<file path="src/rtl/uart_rx_cfg.sv">
// Configurable UART receiver (5..9 data bits, optional parity, 1/2 stop bits)
// with majority-voted sampling and a first-word-fall-through output FIFO.
module uart_rx_cfg #(
    parameter int CLK_FREQ_HZ = 100_000_000,
    parameter int BAUD_RATE   = 115_200,
    parameter int DATA_BITS   = 8,
    parameter int PARITY      = 0,
    parameter int STOP_BITS   = 1,
    parameter int FIFO_DEPTH  = 16
) (
    input  logic                 clk,
    input  logic                 rst,
    input  logic                 bit_in,
    output logic [DATA_BITS-1:0] byte_out_data,
    output logic [1:0]           byte_out_err,
    output logic                 byte_out_valid,
    input  logic                 byte_out_ready,
    output logic                 overflow
);

    localparam int TPB  = CLK_FREQ_HZ / BAUD_RATE;
    localparam int HALF = (TPB - 1) / 2;
    localparam int CW   = $clog2(TPB) + 1;
    localparam int AW   = $clog2(FIFO_DEPTH);
    localparam int WW   = DATA_BITS + 2;

    localparam logic [CW-1:0] LAST_TICK = CW'(TPB - 1);
    localparam logic [CW-1:0] HALF_TICK = CW'(HALF);
    localparam logic [3:0]    LAST_DATA = 4'(DATA_BITS - 1);
    localparam logic [3:0]    LAST_STOP = 4'(STOP_BITS - 1);

    generate
        if (TPB < 8) begin : g_bad_tpb
            $error("uart_rx_cfg: CLK_FREQ_HZ/BAUD_RATE must be at least 8");
        end
        if (DATA_BITS < 5 || DATA_BITS > 9) begin : g_bad_data
            $error("uart_rx_cfg: DATA_BITS must be 5..9");
        end
        if (PARITY < 0 || PARITY > 2) begin : g_bad_par
            $error("uart_rx_cfg: PARITY must be 0, 1 or 2");
        end
        if (STOP_BITS < 1 || STOP_BITS > 2) begin : g_bad_stop
            $error("uart_rx_cfg: STOP_BITS must be 1 or 2");
        end
        if (FIFO_DEPTH < 2 || (FIFO_DEPTH & (FIFO_DEPTH - 1)) != 0) begin : g_bad_depth
            $error("uart_rx_cfg: FIFO_DEPTH must be a power of two >= 2");
        end
    endgenerate

    typedef enum logic [2:0] {HUNT, IDLE, START, DATA, PAR, STOP} state_t;

    logic                 sync1_q, sync2_q;
    logic [1:0]           hist_q, hist_d;
    state_t               state_q, state_d;
    logic [CW-1:0]        cnt_q, cnt_d;
    logic [3:0]           bit_q, bit_d;
    logic [DATA_BITS-1:0] shift_q, shift_d;
    logic                 par_err_q, par_err_d;
    logic                 frm_err_q, frm_err_d;
    logic                 push_q, push_d;
    logic [WW-1:0]        push_word_q, push_word_d;
    logic [AW:0]          wr_ptr_q, wr_ptr_d;
    logic [AW:0]          rd_ptr_q, rd_ptr_d;
    logic [WW-1:0]        mem [FIFO_DEPTH];

    logic rxs, vote, par_calc, frm_now;
    logic empty, full, pop, accept;
    logic [WW-1:0] head;

    assign rxs      = sync2_q;
    // hist_q holds rxs from the two cycles before the current one
    assign vote     = (rxs & hist_q[0]) | (rxs & hist_q[1]) | (hist_q[0] & hist_q[1]);
    assign par_calc = ^{shift_q, vote};
    assign frm_now  = frm_err_q | ~vote;

    always_comb begin
        hist_d      = {hist_q[0], rxs};
        state_d     = state_q;
        cnt_d       = cnt_q;
        bit_d       = bit_q;
        shift_d     = shift_q;
        par_err_d   = par_err_q;
        frm_err_d   = frm_err_q;
        push_d      = 1'b0;
        push_word_d = push_word_q;
        case (state_q)
            HUNT: begin
                if (!rxs) begin
                    cnt_d = '0;
                end else if (cnt_q == LAST_TICK) begin
                    cnt_d   = '0;
                    state_d = IDLE;
                end else begin
                    cnt_d = cnt_q + CW'(1);
                end
            end
            IDLE: begin
                cnt_d = '0;
                if (!rxs) state_d = START;
            end
            START: begin
                if (cnt_q == HALF_TICK) begin
                    cnt_d   = '0;
                    bit_d   = '0;
                    state_d = vote ? IDLE : DATA;
                end else begin
                    cnt_d = cnt_q + CW'(1);
                end
            end
            DATA: begin
                if (cnt_q == LAST_TICK) begin
                    cnt_d   = '0;
                    shift_d = {vote, shift_q[DATA_BITS-1:1]};
                    bit_d   = bit_q + 4'd1;
                    if (bit_q == LAST_DATA) begin
                        bit_d     = '0;
                        par_err_d = 1'b0;
                        frm_err_d = 1'b0;
                        state_d   = (PARITY != 0) ? PAR : STOP;
                    end
                end else begin
                    cnt_d = cnt_q + CW'(1);
                end
            end
            PAR: begin
                if (cnt_q == LAST_TICK) begin
                    cnt_d     = '0;
                    par_err_d = (PARITY == 2) ? ~par_calc : par_calc;
                    state_d   = STOP;
                end else begin
                    cnt_d = cnt_q + CW'(1);
                end
            end
            STOP: begin
                if (cnt_q == LAST_TICK) begin
                    cnt_d     = '0;
                    frm_err_d = frm_now;
                    bit_d     = bit_q + 4'd1;
                    if (bit_q == LAST_STOP) begin
                        bit_d       = '0;
                        push_d      = 1'b1;
                        push_word_d = {par_err_q, frm_now, shift_q};
                        // a bad stop bit means we may be misaligned: re-qualify the idle line
                        state_d     = frm_now ? HUNT : IDLE;
                    end
                end else begin
                    cnt_d = cnt_q + CW'(1);
                end
            end
            default: begin
                state_d = HUNT;
                cnt_d   = '0;
            end
        endcase
    end

    always_ff @(posedge clk) begin
        if (rst) begin
            sync1_q     <= 1'b1;
            sync2_q     <= 1'b1;
            hist_q      <= 2'b11;
            state_q     <= HUNT;
            cnt_q       <= '0;
            bit_q       <= '0;
            shift_q     <= '0;
            par_err_q   <= 1'b0;
            frm_err_q   <= 1'b0;
            push_q      <= 1'b0;
            push_word_q <= '0;
        end else begin
            sync1_q     <= bit_in;
            sync2_q     <= sync1_q;
            hist_q      <= hist_d;
            state_q     <= state_d;
            cnt_q       <= cnt_d;
            bit_q       <= bit_d;
            shift_q     <= shift_d;
            par_err_q   <= par_err_d;
            frm_err_q   <= frm_err_d;
            push_q      <= push_d;
            push_word_q <= push_word_d;
        end
    end

    assign empty  = (wr_ptr_q == rd_ptr_q);
    assign full   = (wr_ptr_q[AW] != rd_ptr_q[AW]) && (wr_ptr_q[AW-1:0] == rd_ptr_q[AW-1:0]);
    assign pop    = !empty && byte_out_ready;
    // a full FIFO still takes the word if the head leaves in the same cycle
    assign accept = push_q && (!full || pop);

    always_comb begin
        wr_ptr_d = wr_ptr_q + (AW+1)'(accept);
        rd_ptr_d = rd_ptr_q + (AW+1)'(pop);
    end

    always_ff @(posedge clk) begin
        if (rst) begin
            wr_ptr_q <= '0;
            rd_ptr_q <= '0;
        end else begin
            wr_ptr_q <= wr_ptr_d;
            rd_ptr_q <= rd_ptr_d;
        end
    end

    always_ff @(posedge clk) begin
        if (accept) mem[wr_ptr_q[AW-1:0]] <= push_word_q;
    end

    assign head           = mem[rd_ptr_q[AW-1:0]];
    assign byte_out_valid = !empty;
    assign byte_out_data  = empty ? '0 : head[DATA_BITS-1:0];
    assign byte_out_err   = empty ? '0 : head[WW-1:DATA_BITS];
    assign overflow       = push_q && !accept;

endmodule

</file>
<file path="config.mk">
export PLATFORM = sky130hd
export DESIGN_NAME = uart_rx_cfg
export DESIGN_NICKNAME = d
export VERILOG_FILES = /design/src/rtl/uart_rx_cfg.sv
export SDC_FILE = /design/constraint.sdc
export NUM_CORES = 1
export LEC_CHECK = 0
export CORE_ASPECT_RATIO = 1.4
export CORE_MARGIN = 5
export CORE_UTILIZATION = 45
export CTS_CLUSTER_SIZE = 16
export DETAILED_ROUTE_END_ITERATION = 6
export DONT_BUFFER_PORTS = 1
export GPL_TIMING_DRIVEN = 0
export PLACE_DENSITY_LB_ADDON = 0.12
export SLEW_MARGIN = 20
export SYNTH_ARGS = -nofsm -noshare
export SYNTH_HDL_FRONTEND = slang
export SYNTH_SLANG_ARGS = --single-unit
</file>
<file path="constraint.sdc">
create_clock -name clk -period 5.8 [get_ports clk]
set_input_delay 0.87 -clock clk [delete_from_list [all_inputs] [get_ports clk]]
set_output_delay 0.87 -clock clk [all_outputs]
set_load 0.03 [all_outputs]
</file>
==> results.yml, run 1 <==
final_layout:
  finalNonFillerCells: 827
  diodes: 0
  final_nets: 577
  area_growth_syn_to_layout_pct: 12.7
  drive_above_1_share_pct: 20.7
routing:
  drc_errors: 0
  detail-route-antenna-nets: 0
  via_count: 4550
  drt-initial-drc-count: 265
  totalWireLength_mm: 18.1
  dr.pass1.iters: 4
  wl_met2_mm: 9.91
  met1_length_mm: 6.87
  vias_per_cell: 5.50
  routed.top_layer: "met4"
  wire_per_inst_um: 21.9
  wl_met3_um: 968
setup_path:
  cp_max_fo: 10
  cp_num_buf_inv: 2
  cp_num_cells: 5
  endpoint_kind: "output port"
  crit_family: "multiplexers"
  criticalPathCategory: "flip-flop to output port"
  slowest_stage: "clkbuf_1"
  arrival_ns: 2.96
  cp.required_ns: 4.93
  slowest_delay_ns: 0.56
  cp-start-kind: "flip-flop"
  r2r_cells: 8
  timing.rr.start: "wr_ptr_q[3]"
  r2r-end: "mem[11][4]"
  rrSetupSlack_ns: 2.89
  worstPathCellList: "clkbuf_1 > clkbuf_1 > mux4_2 > mux4_2 > nor2b_1"
global_routing:
  grt_usage_pct: 16.7
  grt-ovfl-total: 0
  grt_max_degree: 18
  antenna_found_initial: 0
  grt_pass1_vias: 4704
  grt_pass1_wl_mm: 28.2
logic_synthesis:
  synth-seq-cells: 213
  yosysUniqueCellTypes: 56
  synth_top_area_share_pct: 55.2
  seq_area_frac_synth_pct: 67.4
  synth-compound-area-share_pct: 2.56
  synth.avg_cell_area_um2: 16.4
  synth-simple-area-share_pct: 8.95
  ys.flop_type: "edfxtp_1"
  synth.largest_area_cell: "edfxtp_1"
  synth_top_family_by_area: "multiplexers"
  synth_fa_ha_area_share_pct: 1.26
  synth.cell_area_um2: 8710
  synth.mux.area_fraction_pct: 15.1
  synth_edf_count: 160
  yosys_warnings: 0
  yosysMostFrequentCell: "edfxtp_1"
  async_reset_ff_share_pct: 0
  synth_xor_area_share_pct: 2.87
  synth_top_cells_by_area: "edfxtp_1, mux4_2, dfxtp_1, nor2_1, mux2i_1"
  syn_nets: 544
  synth_common_cells: "edfxtp_1, nor2_1, dfxtp_1"
  synthesis.instances: 532
floorplanning:
  die_w_um: 128
  ios: 16
  dieHeight_um: 175
  die_area_um2: 22300
  rows: 60
  start_util_pct: 45.5
  core_region_area_um2: 19100
cts:
  root_buffer: "clkbuf_16"
  cts_tree: "yes"
  postCtsHoldBufs: 0
  clkSinkCount: 213
  cts_setup_buffers: 0
  clock_path_buffers: 3
  h-tree-depth: 1
  cts_buffers: 21
  cts.clk_slew.worst_paths_ns: 0.06
  clock_latency_ns: 0.49
  post_cts_resized: 0
timing:
  slew_headroom_pct: 31.4
  period_share_pct: 66.1
  max_freq_ghz: 0.261
  tightest_slew_ns: 1.02
  setup_viol: 0
  hold_viol_final: 0
  min_period_ns: 3.83
  tns_ns: 0
  rsz0062_at_grt: "no"
  fin_skew_ns: 0.0169
  drv_slew: 0
power:
  p_leak_nw: 3.10
  vdd.ir_drop.worst_mv: 0.162
  powerDensity_nw_per_um2: 305
worst_hold_path:
  hold_depth: 1
  whs_endpoint: "rxs"
  hp-start: "sync1_q"
  min_path_type: "flip-flop to flip-flop"
job:
  maxCapViolations: 0
placement:
  gp_congestion: 0.850
  dp_cells: 790
  port_buffers: 0
  detailed_place_hpwl_mm: 12.8
outcome:
  status: "finished clean"
[kinds of logic (layout without fill, tap and decap cells)]
group	count (synthesis)	in the layout
flops	213	213
mux	69	69
xor+xnor	27	27
simple gates	142	142
buf+inv	40	87
fa+ha+maj	9	9
compound gates	32	32
[cell usage in the layout (no fill, tap or decap), drive strengths merged, types with 10 or more instances in the layout]
master | Yosys | routed
buf | 8 | 18
mux2i | 18 | 18
xnor2 | 18 | 18
inv | 12 | 13
clkbuf | 20 | 43
edfxtp | 160 | 160
nor2b | 21 | 21
nor2 | 57 | 57
nand3 | 10 | 10
mux4 | 50 | 50
dfxtp | 53 | 53
[through the flow]
step	hold WS (ns)	util (%)	power (W)	setup WS [ns]	cell area, um^2
finish	0.433	51.2	0.00299	1.97	9810
global route	0.450	51.2	0.00308	1.85	9810
CTS	0.435	51.2	0.00302	1.94	9810
detailed placement	0.410	47.7	0.00167	2.48	9120
global placement	0.404	47.1	0.00167	2.12	9020
floorplan	0.389	-	0.00166	2.94	8710
[worst max path at each step]
stage / start / to / slack (ns)
after global routing: rd_ptr_q[1] / byte_out_err[0] / 1.85
final: rd_ptr_q[1] / byte_out_err[0] / 1.97
after CTS: rd_ptr_q[1] / byte_out_data[6] / 1.94
after floorplan: rd_ptr_q[0] / byte_out_data[0] / 2.94
after detailed placement: rd_ptr_q[1] / byte_out_data[6] / 2.48
after global placement: wr_ptr_q[3] / mem[0][4] / 2.12
[final cells by class]
type	count	area, um^2
clock inverter	14	155
fill	1615	9330
clock buffer	23	533
timing repair buffer	10	65.1
sequential	213	5870
inverter	12	45.0
multi-input combinational	279	2720
tap	248	310
buffer	28	116
[power by group]
| group | internal, W | leakage, nW | total (W) | switching (W) |
|---|---|---|---|---|
| Clock | 0.000800 | 0.331 | 0.00135 | 0.000551 |
| Sequential | 0.00162 | 1.91 | 0.00162 | 0.00000284 |
| Combinational | 0.00000498 | 0.858 | 0.0000156 | 0.0000106 |
[state kept, by name, summed over array words and instances (netlist names)]
signal / flops
sync1_q: 1
hist_q: 2
state_q: 3
bit_q: 4
shift_q: 8
frm_err_q: 1
mem: 160
rxs: 1
wr_ptr_q: 5
cnt_q: 11
rd_ptr_q: 5
par_err_q: 1
push_word_q: 10
push_q: 1
[metal layers]
layer | track usage [%] | vias up
li1 | - | 2117
met1 | 20.3 | 2317
met2 | 30.5 | 96
met3 | 3.00 | 20
met4 | 4.11 | 0
met5 | 0 | -
Note: power is estimated with default switching activity, not from simulation.
==> inputs of run 2 (changes only) <==
==> constraint.sdc (replaced) <==
create_clock -name clk -period 3.3 [get_ports clk]
set_input_delay 0.495 -clock clk [delete_from_list [all_inputs] [get_ports clk]]
set_output_delay 0.495 -clock clk [all_outputs]
set_load 0.03 [all_outputs]
==> results.yml, run 2 (same netlist as run 1, synthesis figures left out) <==
outcome:
  status: "finished clean"
floorplanning:
  rows: 60
  dieHeight_um: 175
  die_area_um2: 22300
  die_w_um: 128
  ios: 16
  core_region_area_um2: 19100
  start_util_pct: 45.5
final_layout:
  largest_reg_flops: 160
  mostFrequentLayoutCells: "edfxtp_1, nor2_1, dfxtp_1, mux4_2"
  area_growth_syn_to_layout_pct: 12.8
  diodes: 0
  final_nets: 576
  mostFrequentLayoutCell: "edfxtp_1"
  drive_above_1_share_pct: 21.5
  n_fill_cell: 1616
  postLayoutCoreUtil_pct: 51.3
setup_path:
  cp-start-kind: "flip-flop"
  cp.required_ns: 2.80
  arrival_ns: 2.67
  endpoint_kind: "output port"
  criticalPathCategory: "flip-flop to output port"
  cp_max_fo: 10
cts:
  clkSinkCount: 213
  clock_latency_ns: 0.49
  cts_setup_buffers: 0
  cts_tree: "yes"
  h-tree-depth: 1
  root_buffer: "clkbuf_16"
  cts_buffers: 21
  cts.clk_slew.worst_paths_ns: 0.06
  clock_path_buffers: 3
timing:
  slew_headroom_pct: 31.5
  tightest_slew_ns: 1.02
  rsz0062_at_grt: "no"
  max_freq_ghz: 0.316
  drv_slew: 0
  hold_viol_final: 0
  setup_viol: 0
  period_share_pct: 95.8
  whs_ns: 0.103
  min_period_ns: 3.16
  fin_skew_ns: 0.0164
global_routing:
  grt_max_degree: 18
  grt-ovfl-total: 0
  grt_usage_pct: 16.7
  grt_pass1_vias: 4698
  grt_pass1_wl_mm: 28.2
  antenna_found_initial: 0
power:
  vdd.ir_drop.worst_mv: 0.284
  power_w: 0.00525
  powerDensity_nw_per_um2: 535
  p_leak_nw: 3.11
routing:
  drt-initial-drc-count: 307
  dr.pass1.iters: 4
  vias_per_cell: 5.51
  wire_per_inst_um: 21.9
  detail-route-antenna-nets: 0
  via_count: 4548
  drc_errors: 0
  totalWireLength_mm: 18.1
placement:
  port_buffers: 0
  detailed_place_hpwl_mm: 12.8
  gp_congestion: 0.850
job:
  maxCapViolations: 0
worst_hold_path:
  min_path_type: "input pin to flip-flop"
-- run 2: cell type report --
type	count	area, um^2	area share, %
tap	248	310	3.16
clock buffer	23	533	5.43
buffer	27	128	1.30
inverter	12	45.0	0.459
clock inverter	14	155	1.58
multi-input combinational	279	2720	27.7
sequential	213	5870	59.7
timing repair buffer	10	65.1	0.662
-- run 2: through the flow --
| step | setup slack, ns | instance area (um^2) | TNS (ns) | cells |
|---|---|---|---|---|
| CTS | 0.0658 | 9820 | 0 | 826 |
| global placement | -0.381 | 9020 | -11.03 | 780 |
| detailed placement | 0.354 | 9120 | 0 | 790 |
| global route | 0.00860 | 9820 | 0 | 826 |
| floorplan | 0.746 | 8710 | 0 | 532 |
| finish | 0.138 | 9820 | 0 | 826 |
-- run 2: routing by layer --
metal,wire (um),up-vias,global-route usage [%]
met1,7050,2333,20.3
li1,-,2115,-
met4,332,0,4.11
met5,0,-,0
met2,9900,82,30.5
met3,792,18,3.00
-- run 2: final timing paths --
| kind | to | startpoint | depth (start not counted) | slack (ns) |
|---|---|---|---|---|
| min reg2reg | rxs | sync1_q | 1 | 0.43 |
| min | sync1_q | bit_in | 1 | 0.10 |
| max | byte_out_err[0] | rd_ptr_q[1] | 5 | 0.14 |
| max reg2reg | mem[11][4] | wr_ptr_q[3] | 8 | 0.40 |
-- run 2: what timing repair did --
| action | 4_1_cts | 5_1_grt |
|---|---|---|
| endpoints found under the hold margin | 0 | 0 |
| endpoints found under the setup margin | 10 | 1 |
| hold buffers | 0 | 0 |
| gates resized for setup | 8 | 1 |
-- run 2: where the power goes --
part / internal, W / total (W) / switching, W
clock network: 0.00141 / 0.00238 / 0.000970
logic: 0.00000875 / 0.0000274 / 0.0000187
registers: 0.00284 / 0.00285 / 0.00000499
-- run 2: critical path, cell delays in order, from the launching register on --
cell	delay, ns
dfxtp_1	0.34
clkbuf_1	0.30
buf_2	0.35
mux4_2	0.45
mux4_2	0.47
nor2b_1	0.25
==> inputs of run 3 (changes only) <==
--- a/config.mk
+++ b/config.mk
@@ -6,7 +6,6 @@
 export NUM_CORES = 1
 export LEC_CHECK = 0
 export CORE_ASPECT_RATIO = 1.4
-export CORE_MARGIN = 5
 export CORE_UTILIZATION = 45
 export CTS_CLUSTER_SIZE = 16
 export DETAILED_ROUTE_END_ITERATION = 6
==> results.yml, run 3 (same netlist as run 1, synthesis figures left out) <==
floorplanning:
  dieHeight_um: 167
  rows: 59
  ios: 16
  core_region_area_um2: 18800
  start_util_pct: 46.4
  die_w_um: 120
  die_area_um2: 19900
final_layout:
  mostFrequentLayoutCell: "edfxtp_1"
  seqCellArea_um2: 5870
  largest_reg_flops: 160
  n_fill_cell: 1550
  multi_input_area_um2: 2720
  area_growth_syn_to_layout_pct: 12.7
  drive_above_1_share_pct: 20.8
  mostFrequentLayoutCells: "edfxtp_1, nor2_1, dfxtp_1, mux4_2, clkbuf_16"
  diodes: 0
  fin_area_um2: 9810
  final_nets: 576
routing:
  wire_per_inst_um: 21.9
  totalWireLength_mm: 18.0
  detail-route-antenna-nets: 0
  via_count: 4548
  dr.pass1.iters: 4
  drt-initial-drc-count: 352
  drc_errors: 0
  vias_per_cell: 5.53
setup_path:
  cp_common_cell: "mux4_2"
  cp_num_cells: 5
  cp-start-kind: "flip-flop"
  endpoint_kind: "output port"
  criticalPathCategory: "flip-flop to output port"
  worstPathCellList: "clkbuf_1 > clkbuf_2 > mux4_2 > mux4_2 > nor2b_1"
  cp.required_ns: 2.80
  crit_family: "multiplexers"
  startpoint: "rd_ptr_q[1]"
  timing.rr.start: "wr_ptr_q[3]"
  cp_num_buf_inv: 2
  slowest_delay_ns: 0.48
  arrival_ns: 2.66
  cp_max_fo: 10
  slowest_stage: "mux4_2"
  r2r_cells: 8
global_routing:
  grt_pass1_vias: 4718
  grt-ovfl-total: 0
  antenna_found_initial: 0
  grt_usage_pct: 19.0
  grt_max_degree: 18
  grt_pass1_wl_mm: 28.2
cts:
  clock_path_buffers: 3
  post_cts_resized: 9
  clkSinkCount: 213
  cts_tree: "yes"
  cts_buffers: 21
  cts_setup_buffers: 0
  root_buffer: "clkbuf_16"
  cts.clk_slew.worst_paths_ns: 0.06
  postCtsHoldBufs: 0
  clock_latency_ns: 0.49
  h-tree-depth: 1
timing:
  drv_slew: 0
  period_share_pct: 95.6
  slew_headroom_pct: 28.5
  tightest_slew_ns: 1.07
  whs_ns: 0.108
  rsz0062_at_grt: "no"
  fin_skew_ns: 0.0198
  hold_viol_final: 0
  max_freq_ghz: 0.317
  min_period_ns: 3.16
  setup_viol: 0
power:
  powerDensity_nw_per_um2: 534
  seqPwrFrac_pct: 54.4
  p_comb_share_pct: 0.5
  p_leak_nw: 3.12
  p_int_w: 0.00428
  vdd.ir_drop.worst_mv: 0.413
  clkPwrFrac_pct: 45.1
  p_sw_share_pct: 18.3
  power_switching_w: 0.000960
placement:
  detailed_place_hpwl_mm: 12.6
  port_buffers: 0
  place_area_um2: 9110
  gp_congestion: 0.843
outcome:
  status: "finished clean"
job:
  maxCapViolations: 0
worst_hold_path:
  hold_depth: 1
  hp-start: "bit_in"
  min_path_type: "input pin to flip-flop"
[run 3: cell count changes in the layout (fill, tap and decap cells not counted), moves of 2 or more]
cell / before / now
clkbuf_1: 17 / 21
buf_4: 11 / 8
clkbuf_8: 0 / 2
clkinv_2: 4 / 2
clkinvlp_4: 2 / 0
[run 3: worst paths after layout]
check / endpoint / slack (ns)
worst min-delay path: sync1_q / 0.11
worst min register to register: rxs / 0.41
worst max-delay path: byte_out_err[0] / 0.14
worst max register to register: mem[9][3] / 0.31
[run 3: final cells by class]
type                    count  area share (%)
clock inverters             6           0.791
inverters                  12           0.459
repair buffers             10           0.612
well taps                 244            3.11
multi-input cells         279            27.7
plain buffers              27            1.34
clock buffers              31            6.20
flip-flops and latches    213            59.8
[run 3: routing by layer]
metal  track usage, %  wire length, um  vias to the layer above
li1                 -                -                     2116
met1             22.6             7010                     2316
met2             35.4             9850                       92
met3             2.88              817                       24
met4             5.22              345                        0
met5                0                0                        -
[run 3: worst reg2reg max path: stages, from the launching register on]
cell      delay, ns
dfxtp_1        0.30
clkbuf_1       0.41
xnor2_1        0.14
nand4_1        0.14
or3_1          0.15
nand2_1        0.19
inv_1          0.19
nand3b_1       0.20
nor2_1         0.87
[run 3: power by group through the flow]
stage	Clock, W	Sequential, W	Combinational, W
finish	0.00237	0.00285	0.0000269
global route	0.00253	0.00285	0.0000305
CTS	0.00242	0.00285	0.0000275
detailed placement	0	0.00291	0.0000273
global placement	0	0.00291	0.0000269
floorplan	0	0.00291	0.0000192
[run 3: stage by stage]
step / setup slack (ns) / std cells / setup TNS (ns) / util [%] / total power (W)
finish: 0.144 / 822 / 0 / 52.3 / 0.00524
global route: 0.00559 / 822 / 0 / 52.3 / 0.00541
CTS: 0.0954 / 822 / 0 / 52.3 / 0.00529
detailed placement: 0.370 / 786 / 0 / 48.6 / 0.00294
global placement: -0.317 / 776 / -9.68 / 48.1 / 0.00293
floorplan: 0.746 / 532 / 0 / - / 0.00293
